--- config.mk ---
export PLATFORM = sky130hd
export DESIGN_NAME = ex_mem_reg
export DESIGN_NICKNAME = d
export VERILOG_FILES = /design/src/rtl/ex_mem_reg.sv
export SDC_FILE = /design/constraint.sdc
export NUM_CORES = 1
export LEC_CHECK = 0
export BUFFER_PORTS_ARGS = -buffer_cell sky130_fd_sc_hd__buf_2
export CORE_MARGIN = 5
export CORE_UTILIZATION = 49
export CTS_CLUSTER_SIZE = 16
export DETAILED_ROUTE_END_ITERATION = 16
export GPL_ROUTABILITY_DRIVEN = 0
export GPL_TIMING_DRIVEN = 0
export PLACE_DENSITY = 0.94
export SETUP_SLACK_MARGIN = 0.02
export SLEW_MARGIN = 20
export SYNTH_ARGS = -nofsm -noshare
export SYNTH_HDL_FRONTEND = slang
export SYNTH_SLANG_ARGS = --single-unit
--- constraint.sdc ---
create_clock -name clk_i -period 7.6 [get_ports clk_i]
set_input_delay 0.38 -clock clk_i [delete_from_list [all_inputs] [get_ports clk_i]]
set_output_delay 0.38 -clock clk_i [all_outputs]
set_load 0.01 [all_outputs]
--- src/rtl/ex_mem_reg.sv ---
// Execute-to-memory pipeline register.
// Captures the ALU result, the flags and the memory/writeback control bundle.
// Supports stall (hold) and flush (bubble).
// Squashes the side effects of instructions that trap on signed overflow.
// Keeps a sticky overflow exception with the faulting PC and a saturating trap count.
`timescale 1ns/1ps
module ex_mem_reg (
  input  logic        clk_i,
  input  logic        rst_i,
  input  logic        stall_i,
  input  logic        flush_i,
  input  logic        valid_i,
  input  logic [31:0] pc_i,
  input  logic [31:0] alu_result_i,
  input  logic        zero_i,
  input  logic        overflow_i,
  input  logic        ovf_trap_en_i,
  input  logic [31:0] rt_data_i,
  input  logic [4:0]  write_reg_i,
  input  logic        reg_write_i,
  input  logic        mem_read_i,
  input  logic        mem_write_i,
  input  logic        mem_to_reg_i,
  input  logic        branch_i,
  input  logic        exc_clear_i,
  output logic        valid_o,
  output logic [31:0] alu_result_o,
  output logic [31:0] rt_data_o,
  output logic [4:0]  write_reg_o,
  output logic        reg_write_o,
  output logic        mem_read_o,
  output logic        mem_write_o,
  output logic        mem_to_reg_o,
  output logic        branch_taken_o,
  output logic        fwd_valid_o,
  output logic        exc_o,
  output logic [31:0] epc_o,
  output logic [7:0]  exc_count_o
);

  logic load;
  logic trap;
  logic trap_accept;

  // Decode this edge's action and whether a trap is actually accepted.
  always_comb begin
    load        = !flush_i && !stall_i;
    trap        = valid_i && ovf_trap_en_i && overflow_i;
    trap_accept = load && trap;
  end

  // Pipeline fields: flush beats stall, and stall beats load.
  // NOTE: sequential state uses non-blocking (<=) so all registers update from pre-edge values.
  always_ff @(posedge clk_i or posedge rst_i) begin
    // NOTE: the reset is asynchronous, so it sits in the sensitivity list and is tested first.
    if (rst_i) begin
      valid_o        <= 1'b0;
      alu_result_o   <= '0;
      rt_data_o      <= '0;
      write_reg_o    <= '0;
      reg_write_o    <= 1'b0;
      mem_read_o     <= 1'b0;
      mem_write_o    <= 1'b0;
      mem_to_reg_o   <= 1'b0;
      branch_taken_o <= 1'b0;
    end else if (flush_i) begin
      valid_o        <= 1'b0;
      alu_result_o   <= '0;
      rt_data_o      <= '0;
      write_reg_o    <= '0;
      reg_write_o    <= 1'b0;
      mem_read_o     <= 1'b0;
      mem_write_o    <= 1'b0;
      mem_to_reg_o   <= 1'b0;
      branch_taken_o <= 1'b0;
    end else if (!stall_i) begin
      // A trapping instruction stays valid and keeps its ALU result for debug.
      // Its register and memory side effects are squashed.
      valid_o        <= valid_i;
      alu_result_o   <= alu_result_i;
      rt_data_o      <= rt_data_i;
      write_reg_o    <= write_reg_i;
      reg_write_o    <= reg_write_i && valid_i && !trap;
      mem_read_o     <= mem_read_i  && valid_i && !trap;
      mem_write_o    <= mem_write_i && valid_i && !trap;
      mem_to_reg_o   <= mem_to_reg_i && valid_i;
      branch_taken_o <= branch_i && zero_i && valid_i;
    end
  end

  // Sticky exception: the first trap's PC wins until cleared, and the count saturates.
  always_ff @(posedge clk_i or posedge rst_i) begin
    if (rst_i) begin
      exc_o       <= 1'b0;
      epc_o       <= '0;
      exc_count_o <= '0;
    end else if (trap_accept) begin
      if (exc_count_o != 8'hFF) begin
        exc_count_o <= exc_count_o + 8'd1;
      end
      if (!exc_o || exc_clear_i) begin
        exc_o <= 1'b1;
        epc_o <= pc_i;
      end
    end else if (exc_clear_i) begin
      exc_o <= 1'b0;
    end
  end

  // Forwarding qualifier, derived only from registered state.
  always_comb begin
    fwd_valid_o = valid_o && reg_write_o && (write_reg_o != 5'd0);
  end

endmodule
==> results_dict.tcl, run 1 <==
set metrics [dict create \
    final_net_count 719 \
    fin_setup_tns_ns 0 \
    die_w_um 107 \
    cap_viol_max_count 0 \
    hold_path.class "input port to register" \
    drtIter0Drc 143 \
    finalClockSkew_ns 0.00903 \
    hpwl_um 9770 \
    num_io_pins 232 \
    synth.area.top_cells "dfrtp_1 62%, mux2i_1 15%, mux2_2 8.2%" \
    synth_area_um2 4650 \
    drv_slew 0 \
    antenna_cells 0 \
    synth_edf_count 0 \
    cts_resized 0 \
    dp.cells 712 \
    routed_via_density 5.02 \
    synth_commonest_cells "116 x dfrtp_1, 73 x nor2_1, 69 x mux2i_1, 34 x mux2_2, 8 x buf_2" \
    path_class "register to primary output" \
    cts.htree.levels 4 \
    numPortBuffers 231 \
    synth_top_cell_by_area "dfrtp_1" \
    grt_pass1_vias 3962 \
    power_uw 1790 \
    clkSlewWorstSetupHoldPaths_ns 0.06 \
    status "finished, final reports clean" \
    post_cts_buffers 0 \
    cts_buffers 17 \
    required_ns 7.22 \
    postCtsHoldBufs 1 \
    syn_area_per_cell_um2 13.2 \
    cp_max_fo 3 \
    drive_above_1_share_pct 50.5 \
    ys_types 31 \
    yosysWarnings 0 \
    finalHoldViolCount 0 \
    areaGrowthSynthToFinish_pct 42.0 \
    grt_max_degree 67 \
    synth_flop_cell "dfrtp_1" \
    yosysMostFrequentCell "dfrtp_1" \
    grt_first_pass_wirelength_um 19600 \
    wl_per_cell_um 16.9 \
    die_height_um 107 \
    max_slew_margin_pct 59.9 \
    grt_overflow 0 \
    power_density_nw_per_um2 271 \
    fin_cells 745 \
    setup.worst_path.start_class "register" \
    cts_buffer_depth 2 \
    synth_cells 351 \
    row_count 35 \
    synth_fp_nets 467 \
    setup_violations 0 \
    drt_pass1_iterations 4 \
    coreArea_um2 9240 \
    peakVddDrop_v 0.000191 \
    yosysSeqAreaShare_pct 62.4 \
    endpoint_kind "primary output" \
    setup_ws_ns 5.51 \
    clock-sinks 116 \
    post-place-ws_ns 5.66 \
    initial_core_util_pct 50.3 \
    design.die.area_um2 11500 \
    p_leak_uw 0.00370 \
    synth_top_area_share_pct 62.4 \
    grtUsageTotal_pct 21.9 \
    crit_arrival_ns 1.71 \
    antenna_left 0 \
    holdWs_ns 0.0921 \
    synth-seq-cells 116 \
    min_period_ns 2.09 \
    fin_crit_sh_pct 27.5 \
    antenna_found_initial 0 \
    vias 3739 \
    clk_latency_ns 0.50 \
    cts_tree "yes" \
    fmax_ghz 0.479 \
    root_buffer "clkbuf_8" \
    async_flop_share_pct 100 \
    rsz0062_at_grt "no" \
    routed_wl_um 12600 \
    tightest_slew_ns 0.601 \
    drc 0 \
]
-- metal layers --
| metal | track usage (%) | share of wire [%] |
|---|---|---|
| met4 | 8.12 | 1.9 |
| met3 | 6.00 | 7.1 |
| met2 | 40.4 | 54 |
| met5 | 0 | 0 |
| met1 | 24.0 | 37 |
-- worst max-delay path, stage by stage (launching register included) --
cell     delay [ns]
dfrtp_1        0.40
or3_1          0.38
o311a_1        0.29
buf_2          0.14
-- flip-flops by register name, summed over array words and instances (netlist names) --
name,flops
alu_result_o,32
branch_taken_o,1
epc_o,32
exc_count_o,8
exc_o,1
mem_read_o,1
mem_to_reg_o,1
mem_write_o,1
reg_write_o,1
rt_data_o,32
valid_o,1
write_reg_o,5
-- logic make-up (layout without fill, tap and decap cells) --
family          Yosys count  count (layout)  synth area share (%)
buf+inv                  22             287                  2.48
simple gates             92              92                  8.58
fa+ha+maj                 1               1                 0.269
flops                   116             116                  62.4
compound gates           11              11                  1.96
xor+xnor                  5               5                 0.942
mux                     104             104                  23.3
-- cell usage in the layout (no fill, tap or decap), types with 3 or more instances in the layout --
| cell | count |
|---|---|
| buf_6 | 3 |
| xor2_1 | 5 |
| nand3_1 | 4 |
| clkinv_2 | 3 |
| clkbuf_16 | 16 |
| bufinv_16 | 3 |
| mux2i_1 | 69 |
| nor2_1 | 73 |
| buf_1 | 3 |
| mux2_2 | 34 |
| buf_2 | 239 |
| a22o_1 | 3 |
| nor3_1 | 4 |
| clkbuf_1 | 7 |
| dfrtp_1 | 116 |
| clkinv_4 | 3 |
-- area by class of cell --
type	instances	area [µm²]
flip-flops and latches	116	2900
fillers	649	2640
multi-input cells	213	1630
repair buffers	233	1190
clock buffers	20	435
well taps	129	161
clock inverters	12	155
plain buffers	19	104
inverters	3	16.3
-- stage by stage --
stage	cell area, µm²	util, %
2_1_floorplan	4650	-
3_3_place_gp	5970	64.6
3_5_place_dp	6000	64.9
4_1_cts	6600	71.4
5_1_grt	6600	71.4
6_report	6600	71.4
-- power breakdown --
group	leakage, µW	total (µW)	switching [µW]	internal (µW)
clock	0.000285	783	275	508
combinational	0.00191	274	142	133
sequential	0.00151	733	43.9	689
-- worst paths after layout --
| check | from | endpoint | slack (ns) | depth (start not counted) |
|---|---|---|---|---|
| worst max register to register | exc_count_o[0]$_DFFE_PP0P_ | exc_count_o[1]$_DFFE_PP0P_ | 6.05 | 5 |
| worst min-delay path | exc_clear_i | exc_o$_DFFE_PP0P_ | 0.09 | 2 |
| min in group asynchronous | rst_i | epc_o[24]$_DFFE_PP0P_ | 0.52 | 3 |
| max in group asynchronous | rst_i | rt_data_o[9]$_DFFE_PP0P_ | 6.41 | 4 |
| worst max-delay path | write_reg_o[0]$_DFFE_PP0P_ | fwd_valid_o | 5.51 | 3 |
| worst min register to register | epc_o[24]$_DFFE_PP0P_ | epc_o[24]$_DFFE_PP0P_ | 0.49 | 1 |
Power figures use the tool's default switching activity.
==> inputs of run 2 (changes only) <==
Settings changed: ABC_AREA set to 1, CORE_UTILIZATION 49 to 42, PLACE_DENSITY 0.94 to 0.86.
Clock period 7.6 ns to 1.8 ns, I/O delays scaled along.
==> run 2 against run 1 <==
  * Clock skew is 0.0061 ns lower
  * Power grew to 4.3 times the previous value
  * Critical path depth is 2 higher
  * Count of clock-buffer cells in the layout is 3 lower
  * Non-clock buffer count is 129 higher
  * Synthesized cell count is 57% higher
  * Via count is 55% higher
  * Sequential share of layout area is 7.3 points lower
  * First-iteration DRC count grew to 5.1 times the previous value
  * Final cell count is 44% higher
  * Clock power grew to 4.2 times the previous value
  * Setup slack worse by 5.2 ns
  * Critical endpoint unchanged
==> results_dict.tcl, run 2 <==
set metrics [dict create \
    antenna_left 0 \
    synth_xor_area_share_pct 0.541 \
    hpwl_um 11300 \
    cts_resized 0 \
    synth_flop_cell "dfrtp_1" \
    synth_adder_area_share_pct 0.258 \
    setup.worst_path.start_class "register" \
    fmax_ghz 0.675 \
    hold_path.class "input port to register" \
    ys_types 18 \
    grt_pass1_vias 6053 \
    row_count 39 \
    yosysMostFrequentCell "nand3_1" \
    power_uw 7610 \
    cts_buffers 17 \
    peakVddDrop_v 0.000723 \
    die_w_um 118 \
    cap_viol_max_count 0 \
    wl_per_cell_um 18.7 \
    final_cell_mix "244 x buf_2, 184 x nand3_1, 175 x nand2_1, 116 x dfrtp_1, 108 x dlygate4sd3_1" \
    clock-sinks 116 \
    synth_top_area_share_pct 59.8 \
    die_height_um 118 \
    nFillCells 764 \
    areaGrowthSynthToFinish_pct 62.9 \
    design.die.area_um2 13800 \
    clk_latency_ns 0.42 \
    required_ns 1.71 \
    synth.area.top_cells "dfrtp_1 60%, nand3_1 19%, nand2_1 14%" \
    postCtsHoldBufs 108 \
    clkSlewWorstSetupHoldPaths_ns 0.06 \
    setup_violations 0 \
    synth_fp_nets 668 \
    cp_max_fo 3 \
    rsz0062_at_grt "no" \
    tightest_slew_ns 0.622 \
    synth_commonest_cells "184 x nand3_1, 175 x nand2_1, 116 x dfrtp_1, 14 x inv_1" \
    holdWs_ns 0.00475 \
    crit_arrival_ns 1.39 \
    drc 0 \
    synth_area_um2 4850 \
    synth_top_family_by_area "simple AND/OR/NAND/NOR gates" \
    reg.largest.list "alu_result_o (32), epc_o (32), rt_data_o (32)" \
    max_slew_margin_pct 58.4 \
    synth_simple_gate_area_share_pct 33.7 \
    endpoint_kind "primary output" \
    cts_buffer_depth 2 \
    finalHoldViolCount 0 \
    initial_core_util_pct 42.7 \
    synth-seq-cells 116 \
    path_class "register to primary output" \
    coreArea_um2 11400 \
    power_density_nw_per_um2 962 \
    syn_area_per_cell_um2 8.79 \
    post_cts_buffers 0 \
    synth_edf_count 0 \
    grt_overflow 0 \
    synth_top_cell_by_area "dfrtp_1" \
    async_flop_share_pct 100 \
    cts_tree "yes" \
    final_net_count 1029 \
    synth_compound_area_share_pct 0.619 \
    root_buffer "clkbuf_16" \
    vias 5788 \
    cts.htree.levels 4 \
    mostFrequentLayoutCell "buf_2" \
    drive_above_1_share_pct 31.2 \
    yosysWarnings 0 \
    min_period_ns 1.48 \
    drv_slew 0 \
    fin_crit_sh_pct 82.4 \
    synth_cells 552 \
    drtIter0Drc 732 \
    numPortBuffers 231 \
    num_io_pins 232 \
    grt_max_degree 35 \
    finalClockSkew_ns 0.00298 \
    synthMuxAreaShare_pct 0 \
    p_leak_uw 0.00445 \
    routed_wl_um 20000 \
    status "finished, final reports clean" \
    utilization_pct 69.6 \
    yosysSeqAreaShare_pct 59.8 \
    grt_first_pass_wirelength_um 32400 \
    drt_pass1_iterations 6 \
    routed_via_density 5.40 \
    grtUsageTotal_pct 29.3 \
    antenna_found_initial 3 \
]
run 2: cell types whose count changed in the layout (fill, tap and decap cells not counted), sizes merged, moves of 5 or more:
cell / before / now
buf: 246 / 260
mux2i: 69 / 0
clkbuf: 25 / 30
inv: 4 / 16
dlygate4sd3: 1 / 108
mux2: 35 / 0
nand3: 4 / 184
nor2: 73 / 8
nand2: 2 / 177
run 2: power breakdown:
group,switching (µW),internal [µW]
registers,186,2870
logic,724,578
clock network,1240,2010
run 2: through the flow:
stage | instances | area, µm² | setup slack (ns) | TNS [ns]
after floorplan | 552 | 4860 | 0.297 | 0
after global placement | 926 | 6190 | -0.447 | -51.28
after detailed placement | 929 | 6250 | 0.409 | 0
after CTS | 1069 | 7900 | 0.322 | 0
after global routing | 1072 | 7910 | 0.217 | 0
final | 1072 | 7910 | 0.318 | 0
run 2: cell type report:
cell class	instances	area, µm²	area share (%)
multi-input cells	380	1700	21.5
flip-flops and latches	116	2900	36.7
inverters	17	67.6	0.854
repair buffers	342	2300	29.0
well taps	143	179	2.26
clock buffers	17	425	5.38
plain buffers	39	185	2.34
diodes	3	7.51	0.0949
clock inverters	15	141	1.79
run 2: logic make-up after synthesis:
group / Yosys count
xor+xnor: 3
compound gates: 6
buf+inv: 56
flops: 116
simple gates: 370
fa+ha+maj: 1
run 2: metal layers:
metal | global-route usage [%] | up-vias | part of all wire [%]
li1 | - | 2545 | -
met3 | 10.8 | 89 | 12
met5 | 0 | - | 0
met1 | 34.2 | 2688 | 36
met4 | 16.3 | 0 | 5.0
met2 | 46.6 | 466 | 47
run 2: final timing paths:
kind                                            start                           to  slack [ns]  cells after the start
min in group asynchronous                       rst_i        epc_o[13]$_DFFE_PP0P_        0.33                      3
min                                          branch_i   branch_taken_o$_DFFE_PP0P_       0.005                      3
max reg2reg                         exc_o$_DFFE_PP0P_         epc_o[3]$_DFFE_PP0P_        0.35                      4
min reg2reg                     epc_o[23]$_DFFE_PP0P_        epc_o[23]$_DFFE_PP0P_        0.47                      2
max                        write_reg_o[0]$_DFFE_PP0P_                  fwd_valid_o        0.32                      5
max in group asynchronous                       rst_i  alu_result_o[0]$_DFFE_PP0P_        0.90                      4
run 2: critical path: stages, from the launching register on:
cell     delay, ns
dfrtp_1       0.40
nor2_1        0.14
nand4_1       0.15
nand3_1       0.11
inv_1         0.04
buf_2         0.13
==> inputs of run 3 (changes only) <==
Settings changed: CORE_UTILIZATION 42 to 46, PLACE_DENSITY 0.86 to 0.89.
Clock period 1.8 ns to 1.5 ns, I/O delays scaled along.
==> run 3 against run 2 <==
  * The flow now finishes with violations (setup timing)
  * Sequential share of layout area up 0.074 points
  * Clock power up 4%
  * Count of clock-buffer cells in the layout up 5
  * Setup slack worse by 0.34 ns
  * Global-route usage up 1.9 points
  * Critical endpoint unchanged
  * Largest power group is now sequential cells
==> results_dict.tcl, run 3 (same netlist as run 2, synthesis figures left out) <==
set metrics [dict create \
    drive_above_1_share_pct 31.0 \
    drt_pass1_iterations 8 \
    failed_checks "setup timing" \
    vias 5968 \
    power_switching_uw 2440 \
    clk_latency_ns 0.50 \
    mostFrequentLayoutCell "buf_2" \
    min_period_ns 1.52 \
    cap_viol_max_count 0 \
    utilization_pct 76.5 \
    drv_slew 0 \
    max_slew_margin_pct 62.9 \
    p_int_uw 6230 \
    power_uw 8670 \
    initial_core_util_pct 47.0 \
    setup_ws_ns -0.0243 \
    nFillCells 593 \
    num_io_pins 232 \
    rsz0062_at_grt "yes" \
    die_height_um 113 \
    hpwl_um 11300 \
    p_leak_uw 0.00445 \
    wl_met2_um 9870 \
    finalHoldViolCount 0 \
    wl_per_cell_um 19.1 \
    final_net_count 1036 \
    finalClockSkew_ns 0.00760 \
    crit_arrival_ns 1.45 \
    antenna_left 0 \
    comb_power_share_pct 18.5 \
    share_seq_of_total_power_pct 42.4 \
    row_count 37 \
    multi_input_comb_area_um2 1710 \
    wl_met1_um 7100 \
    path_class "register to primary output" \
    clock-sinks 116 \
    fmax_ghz 0.656 \
    numPortBuffers 231 \
    final_cell_mix "243 x buf_2, 184 x nand3_1, 175 x nand2_1, 115 x dfrtp_1, 113 x dlygate4sd3_1" \
    pwr-share-clk_pct 39.1 \
    swShare_pct 28.1 \
    fin_setup_tns_ns -0.0243 \
    setup_violations 1 \
    top_layer_used "met4" \
    wl_met3_um 2430 \
    antenna_found_initial 0 \
    hold_path.class "input port to register" \
    root_buffer "clkbuf_8" \
    grt_first_pass_wirelength_um 31500 \
    grt_pass1_vias 6211 \
    cts.htree.levels 4 \
    coreArea_um2 10300 \
    reg.largest.list "alu_result_o (32), epc_o (32), rt_data_o (32)" \
    endpoint_kind "primary output" \
    seq_area_um2 2900 \
    setup.worst_path.start_class "register" \
    grt_overflow 0 \
    grtUsageTotal_pct 31.2 \
    drtIter0Drc 758 \
    cts_buffers 17 \
    clkSlewWorstSetupHoldPaths_ns 0.05 \
    status "finished with violations" \
    routed_via_density 5.60 \
    holdWs_ns 0.0693 \
    cp_max_fo 2 \
    tightest_slew_ns 0.557 \
    routed_wl_um 20400 \
    cts_tree "yes" \
    peakVddDrop_v 0.000591 \
    die_w_um 113 \
    power_density_nw_per_um2 1100 \
    antenna_cells 0 \
    required_ns 1.42 \
    grt_max_degree 34 \
    design.die.area_um2 12700 \
    cts_buffer_depth 2 \
    fin_crit_sh_pct 102 \
    drc 0 \
    areaGrowthSynthToFinish_pct 62.7 \
]
==> run 3: cell types whose count changed in the layout (fill, tap and decap cells not counted), sizes merged <==
cell,change
clkinvlp,-5
dlygate4sd3,+5
buf,+2
bufinv,-2
clkinv,-1
clkbuf,+5
diode,-3
==> run 3: path summary, 6_finish.rpt <==
path / end / from / depth (start not counted) / slack [ns]
min in group asynchronous: epc_o[31]$_DFFE_PP0P_ / rst_i / 3 / 0.18
setup / recovery: fwd_valid_o / write_reg_o[2]$_DFFE_PP0P_ / 5 / -0.02
max in group asynchronous: valid_o$_DFFE_PP0P_ / rst_i / 5 / 0.53
setup reg to reg: epc_o[6]$_DFFE_PP0P_ / exc_o$_DFFE_PP0P_ / 4 / 0.05
hold / removal: rt_data_o[13]$_DFFE_PP0P_ / stall_i / 4 / 0.07
hold reg to reg: epc_o[1]$_DFFE_PP0P_ / epc_o[1]$_DFFE_PP0P_ / 2 / 0.48
==> run 3: per-layer routing <==
layer | global-route usage (%) | vias up
li1 | - | 2556
met1 | 35.3 | 2823
met2 | 53.0 | 496
met3 | 9.41 | 93
met4 | 16.6 | 0
met5 | 0 | -
==> run 3: cell type report <==
| type | count | share of cell area (%) |
|---|---|---|
| Clock inverter | 7 | 0.444 |
| Timing Repair Buffer | 349 | 30.0 |
| Inverter | 17 | 0.856 |
| Clock buffer | 22 | 5.74 |
| Sequential cell | 116 | 36.8 |
| Tap cell | 136 | 2.15 |
| Buffer | 39 | 2.35 |
| Multi-Input combinational cell | 380 | 21.7 |
==> run 3: worst max-delay path, cell delays in order, from the launching register on <==
cell and delay, ns:
dfrtp_1 0.40, inv_1 0.12, nand4_1 0.16, nand3_1 0.11, inv_1 0.05, buf_6 0.11
==> run 3: timing repair <==
| action | 4_1_cts | 5_1_grt |
|---|---|---|
| resized for setup | 1 | 4 |
| endpoints found under the setup margin | 1 | 7 |
| buffers inserted | 1 | 1 |
| hold buffers | 113 | 0 |
| pin swaps | 1 | 0 |
| endpoints found under the hold margin | 190 | 0 |
==> run 3: power groups by stage <==
stage / Clock (µW) / Sequential, µW / Combinational (µW)
2_1_floorplan: 0 / 3820 / 453
3_3_place_gp: 0 / 3670 / 1210
3_5_place_dp: 0 / 3670 / 1270
4_1_cts: 3390 / 3640 / 1490
5_1_grt: 3560 / 3700 / 1740
6_report: 3390 / 3670 / 1610
==> run 3: stage by stage <==
stage	instances	setup WS [ns]	cell area [µm²]
floorplan	552	0.0116	4860
global placement	919	-0.716	6180
detailed placement	922	0.0746	6240
CTS	1065	0.0291	7870
global route	1066	-0.115	7900
finish	1066	-0.0243	7900
